**src/rtl/key_event_queue.sv**
```systemverilog
// key_event_queue
//   Converts the debounced key level vector into discrete press events. Each
//   event is a 4-bit key code plus a repeat flag. Events are queued in a
//   show-ahead FIFO and read through a valid/ready handshake. Optional
//   hold-to-repeat, and a sticky overflow flag that is set when an event is
//   dropped.
//
// Ports
//   clk         in   system clock
//   RST         in   asynchronous reset, active-high
//   key_deb     in   debounced key levels, bit i = 1 while key i is held
//   evt_ready   in   consumer accepts the head event this cycle
//   clr_ovf     in   clears the overflow flag
//   evt_valid   out  FIFO not empty
//   evt_code    out  key index of the head event
//   evt_repeat  out  head event is an auto-repeat (0 = fresh press)
//   overflow    out  sticky: one or more events were dropped
//   fill        out  current FIFO occupancy
module key_event_queue #(
    parameter int NKEYS      = 16,
    parameter int DEPTH      = 4,
    parameter int REPEAT_DLY = 0,
    parameter int REPEAT_PER = 1,
    localparam int CODE_W    = $clog2(NKEYS),
    localparam int FILL_W    = $clog2(DEPTH + 1)
) (
    input  logic              clk,
    input  logic              RST,
    input  logic [NKEYS-1:0]  key_deb,
    input  logic              evt_ready,
    input  logic              clr_ovf,
    output logic              evt_valid,
    output logic [CODE_W-1:0] evt_code,
    output logic              evt_repeat,
    output logic              overflow,
    output logic [FILL_W-1:0] fill
);

    localparam int   PTR_W  = $clog2(DEPTH);
    localparam int   CNT_W  = (REPEAT_DLY > 1) ? $clog2(REPEAT_DLY + 1) : 1;
    localparam bit   RPT_EN = (REPEAT_DLY > 0);
    localparam logic [CNT_W-1:0]  DLY_C  = CNT_W'(REPEAT_DLY);
    localparam logic [CNT_W-1:0]  RLD_C  = CNT_W'(REPEAT_DLY - REPEAT_PER);
    localparam logic [FILL_W-1:0] FULL_C = FILL_W'(DEPTH);

    // state registers
    logic              init_q;
    logic [NKEYS-1:0]  key_q,  key_d;
    logic [NKEYS-1:0]  pend_q, pend_d;
    logic [CODE_W:0]   mem_q [DEPTH];
    logic [PTR_W-1:0]  wptr_q, wptr_d;
    logic [PTR_W-1:0]  rptr_q, rptr_d;
    logic [FILL_W-1:0] fill_q, fill_d;
    logic              ovf_q,  ovf_d;
    logic              trk_vld_q,  trk_vld_d;
    logic [CODE_W-1:0] trk_code_q, trk_code_d;
    logic [CNT_W-1:0]  cnt_q,  cnt_d;

    // combinational helpers
    logic [NKEYS-1:0]  rise;
    logic [NKEYS-1:0]  cand;
    logic [NKEYS-1:0]  sel;
    logic              press_vld;
    logic [CODE_W-1:0] press_code;
    logic [CNT_W-1:0]  cnt_inc;
    logic              rpt_tick;
    logic              push_req;
    logic [CODE_W:0]   push_data;
    logic              pop;
    logic              full;
    logic              push_ok;
    logic              drop;

    assign evt_valid  = (fill_q != '0);
    assign evt_code   = mem_q[rptr_q][CODE_W-1:0];
    assign evt_repeat = mem_q[rptr_q][CODE_W];
    assign overflow   = ovf_q;
    assign fill       = fill_q;

    assign cnt_inc = cnt_q + 1'b1;

    // Lowest-index pending press is served first; one press per cycle.
    always_comb begin
        rise       = init_q ? '0 : (key_deb & ~key_q);
        cand       = pend_q | rise;
        press_vld  = ~init_q & (cand != '0);
        press_code = '0;
        for (int i = NKEYS - 1; i >= 0; i--) begin
            if (cand[i]) press_code = CODE_W'(i);
        end
        sel = press_vld ? (NKEYS'(1) << press_code) : '0;
    end

    // The counter reaches REPEAT_DLY on the same edge that pushes the repeat,
    // so repeats land exactly REPEAT_DLY cycles after the press push.
    assign rpt_tick = RPT_EN & ~init_q & trk_vld_q & key_deb[trk_code_q]
                    & (cnt_inc == DLY_C);

    // A fresh press takes priority over a repeat tick in the same cycle.
    assign push_req  = press_vld | rpt_tick;
    assign push_data = press_vld ? {1'b0, press_code} : {1'b1, trk_code_q};

    assign pop     = evt_valid & evt_ready;
    assign full    = (fill_q == FULL_C);
    assign push_ok = push_req & (~full | pop);
    assign drop    = push_req & full & ~pop;

    always_comb begin
        key_d      = key_deb;
        pend_d     = init_q ? pend_q : (cand & ~sel);
        wptr_d     = push_ok ? wptr_q + 1'b1 : wptr_q;
        rptr_d     = pop ? rptr_q + 1'b1 : rptr_q;
        fill_d     = fill_q;
        ovf_d      = ovf_q;
        trk_vld_d  = trk_vld_q;
        trk_code_d = trk_code_q;
        cnt_d      = cnt_q;

        case ({push_ok, pop})
            2'b10:   fill_d = fill_q + 1'b1;
            2'b01:   fill_d = fill_q - 1'b1;
            default: fill_d = fill_q;
        endcase

        // set beats clear
        if (drop)         ovf_d = 1'b1;
        else if (clr_ovf) ovf_d = 1'b0;

        if (RPT_EN && !init_q) begin
            if (press_vld) begin
                trk_vld_d  = 1'b1;
                trk_code_d = press_code;
                cnt_d      = '0;
            end else if (trk_vld_q) begin
                if (!key_deb[trk_code_q]) trk_vld_d = 1'b0;
                else if (rpt_tick)        cnt_d     = RLD_C;
                else                      cnt_d     = cnt_inc;
            end
        end
    end

    always_ff @(posedge clk or posedge RST) begin
        if (RST) begin
            init_q     <= 1'b1;
            key_q      <= '0;
            pend_q     <= '0;
            wptr_q     <= '0;
            rptr_q     <= '0;
            fill_q     <= '0;
            ovf_q      <= 1'b0;
            trk_vld_q  <= 1'b0;
            trk_code_q <= '0;
            cnt_q      <= '0;
            for (int i = 0; i < DEPTH; i++) mem_q[i] <= '0;
        end else begin
            // first clock after reset only samples the keys
            init_q     <= 1'b0;
            key_q      <= key_d;
            pend_q     <= pend_d;
            wptr_q     <= wptr_d;
            rptr_q     <= rptr_d;
            fill_q     <= fill_d;
            ovf_q      <= ovf_d;
            trk_vld_q  <= trk_vld_d;
            trk_code_q <= trk_code_d;
            cnt_q      <= cnt_d;
            if (push_ok) mem_q[wptr_q] <= push_data;
        end
    end

endmodule
```
**config.mk**
```make
export PLATFORM = sky130hd
export DESIGN_NAME = key_event_queue
export DESIGN_NICKNAME = d
export VERILOG_FILES = /design/src/rtl/key_event_queue.sv
export SDC_FILE = /design/constraint.sdc
export NUM_CORES = 1
export LEC_CHECK = 0
export BUFFER_PORTS_ARGS = -buffer_cell sky130_fd_sc_hd__clkbuf_2
export CAP_MARGIN = 25
export CORE_MARGIN = 10
export CORE_UTILIZATION = 30
export CTS_CLUSTER_SIZE = 20
export DETAILED_ROUTE_END_ITERATION = 8
export MAX_ROUTING_LAYER = met4
export PLACE_DENSITY = 0.45
export SLEW_MARGIN = 25
export SYNTH_ARGS = -nofsm -noshare
export SYNTH_HDL_FRONTEND = slang
export SYNTH_SLANG_ARGS = --single-unit
export TNS_END_PERCENT = 100
```
**constraint.sdc**
```tcl
create_clock -name clk -period 2.8 [get_ports clk]
set_clock_uncertainty 0.15 [all_clocks]
set_input_delay 0.42 -clock clk [delete_from_list [all_inputs] [get_ports clk]]
set_output_delay 0.42 -clock clk [all_outputs]
set_load 0.05 [all_outputs]
```
==> results.sh <==
export IMPL_status="finished with violations"
export IMPL_violations="negative setup slack"
export IMPL_met2_usage_pct=13.25
export IMPL_grt_ovfl_total=0
export IMPL_clkLatencyLatePin_ps=340
export IMPL_synth_cells=215
export IMPL_design_die_area_sq_um=13870
export IMPL_hold_violations=0
export IMPL_grt_pass1_vias=2025
export IMPL_n_antenna_cell=0
export IMPL_relSlewSlack_pct=62.79
export IMPL_drive_gt1_share_pct=49.48
export IMPL_grt_total_usage_pct=10.06
export IMPL_pre_cts_ws_ps=-105.3
export IMPL_multi_input_area_sq_um=1374
export IMPL_wirelength_um=6475
export IMPL_crit_path_start="init_q"
export IMPL_drv_slew=0
export IMPL_min_period_ps=2896
export IMPL_clkSlewWorstSetupHoldPaths_ps=60
export IMPL_worstHoldStart="key_deb[5]"
export IMPL_initial_core_util_pct=30.89
export IMPL_synth_enable_flop_cells=0
export IMPL_arrival_ps=3010
export IMPL_yosys_top_cells_area="dfrtp_1, mux2_4, mux4_2"
export IMPL_cp_slowest_cell="dfstp_2"
export IMPL_async_reset_ff_share_pct=100.0
export IMPL_fin_crit_sh_pct=103.4
export IMPL_hpwl_um=4727
export IMPL_drv_cap=0
export IMPL_setup_viol=1
export IMPL_fmax_ghz=0.3453
export IMPL_nNetsFinal=314
export IMPL_synth_fp_nets=241
export IMPL_core_area_sq_um=9284
export IMPL_cts_htree_levels=3
export IMPL_cts_inserted_buffers=9
export IMPL_ys_warn_count=0
export IMPL_dr_pass1_iters=4
export IMPL_stdcell_area_sq_um=3757
export IMPL_io_buffers=29
export IMPL_ir_drop_mv=0.5201
export IMPL_area_delta_synth_final_pct=31.02
export IMPL_vias=1892
export IMPL_crit_fanout=7
export IMPL_synth_largest_area_cell="dfrtp_1"
export IMPL_fillerInstances=930
export IMPL_reg2reg_from="init_q"
export IMPL_final_setup_worst_slack_ps=-96.38
export IMPL_synth_flop_cell="dfrtp_1"
export IMPL_p_leak_nw=1.663
export IMPL_place_area_sq_um=3400
export IMPL_cts_tree="built"
export IMPL_syn_area_sq_um=2868
export IMPL_dieHeight_um=117.8
export IMPL_critPathRequiredTime_ps=2910
export IMPL_first_iter_violations=63
export IMPL_crit_path_cell_trace="buf_6, nor2_4, a21oi_4, nand4_4, o41a_1, inv_4, ha_4, inv_2, fa_2, xor2_1, nor2_1, xor2_1"
export IMPL_clockBufferDepth=2
export IMPL_syn_area_per_cell_sq_um=13.34
export IMPL_netlist_area_leader_share_pct=52.36
export IMPL_grt_busiest_layer="met1"
export IMPL_yosysSeqAreaShare_pct=53.27
export IMPL_power_density_nw_per_um2=892.3
export IMPL_place_congestion=0.8388
export IMPL_ys_ff_latch=61
export IMPL_rsz0062_at_grt="yes"
export IMPL_tightest_slew_ps=550.3
export IMPL_grtUsageMet1_pct=13.77
export IMPL_drc=0
export IMPL_root_buffer="clkbuf_8"
export IMPL_cpMostUsedCell="xor2_1"
export IMPL_cp_start_kind="flip-flop"
export IMPL_seq_area_sq_um=1528
export IMPL_grt_first_pass_wirelength_um=10810
export IMPL_cpPeakStageDelay_ps=660
export IMPL_ys_types=53
export IMPL_worstSetupEndpointType="flip-flop"
export IMPL_num_io_pins=30
export IMPL_clock_sinks=61
export IMPL_crit_type="flip-flop to flip-flop"
export IMPL_ant_nets=0
export IMPL_grt_antenna_before_repair=0
export IMPL_wl_per_cell_um=15.42
export IMPL_vias_per_cell=4.505
export IMPL_grt_max_degree=23
export IMPL_row_count=35
export IMPL_hold_path_class="input port to flip-flop"
export IMPL_met3_usage_pct=2.254
export IMPL_dieWidth_um=117.8
power by group:
| part | internal, mW | switching, mW |
|---|---|---|
| clock | 0.425 | 0.321 |
| combinational | 0.582 | 0.783 |
| sequential | 1.07 | 0.169 |
| total | 2.08 | 1.27 |
synthesized netlist by cell type, types with 4 or more instances:
master / n
dfrtp_1: 60
nor2_1: 19
mux2_4: 16
a31oi_1: 13
a21oi_1: 10
inv_1: 9
a21oi_2: 8
nand2_1: 7
ha_1: 5
mux4_2: 5
and2_2: 4
nand2_8: 4
routing by layer:
layer	share of wire (%)	vias up
met5	0	-
met4	2.5	0
met3	2.8	13
met2	43	37
met1	51	919
li1	-	923
logic make-up after synthesis:
family / count (synthesis) / synth area share, %
simple gates: 56 / 13.57
other cells: 1 / 0.1308
mux: 22 / 12.65
flops: 61 / 53.27
compound gates: 48 / 12.78
xor+xnor: 6 / 1.833
fa+ha+maj: 6 / 2.880
buf+inv: 15 / 2.879
placed cells by master (no fill, tap or decap), types with 2 or more instances in the layout:
cell type / instances
a21o_1: 2
a21oi_1: 7
a21oi_2: 5
a21oi_4: 6
a31oi_1: 13
and2_2: 4
and3_2: 2
buf_4: 34
buf_6: 2
clkbuf_1: 2
clkbuf_2: 29
clkbuf_8: 10
dfrtp_1: 60
ha_1: 4
inv_1: 6
inv_2: 2
mux2_4: 16
mux4_2: 5
nand2_1: 7
nand2_8: 4
nand4_2: 2
nor2_1: 11
nor2_2: 3
nor2_4: 5
nor3_1: 2
nor3b_1: 2
nor4_1: 3
o21ai_0: 2
xnor2_1: 3
xor2_1: 3
timing repair:
item | CTS | global route
buffers inserted | 3 | 6
endpoints found under the setup margin | 1 | 2
endpoints found under the hold margin | 20 | 0
gates cloned | 0 | 1
hold buffers | 1 | 0
pin swaps | 9 | 5
resized for setup | 3 | 13
worst paths after layout:
check                       endpoint  slack [ps]  cells past startpoint
setup reg to reg             fill[2]        -100                     12
hold reg to reg             mem_q[9]         340                      1
max in group asynchronous     init_q        1330                      4
hold / removal              key_q[5]          50                      1
setup / recovery             fill[2]        -100                     12
min in group asynchronous  mem_q[15]         470                      3
sequential cells by signal (all words and copies together) (netlist names):
signal	count
overflow	1
key_q	16
fill	3
pend_q	16
init_q	1
wptr_q	2
mem_q	20
rptr_q	2
metrics by stage:
step	power (mW)	std cells	utilization (%)	hold slack, ps	setup TNS, ps
after floorplan	2.244	215	-	301.4	-119.9
after global placement	2.608	395	36.62	303.1	-28.62
after detailed placement	2.608	395	36.62	289.0	-105.3
after CTS	3.383	413	39.00	31.17	-76.11
after global routing	3.565	420	40.47	34.72	-310.0
final	3.353	420	40.47	48.75	-96.38
critical path, delay by kind of cell (launching register included):
family                   cells  cell delay (ps)
XOR/XNOR                     2              310
adder cells (fa/ha/maj)      2              450
AO/OA/AOI/OAI                2              680
flip-flops                   1              660
AND/OR/NAND/NOR              3              290
buffers and inverters        3              290
cell type report:
class,instances,area share (%)
inverter,9,0.9657
multi-input combinational,139,36.56
timing repair buffer,68,12.72
clock buffer,12,3.863
sequential,61,40.66
clock inverter,2,0.9324
tap,129,4.296
(Power assumes the default switching activity.)
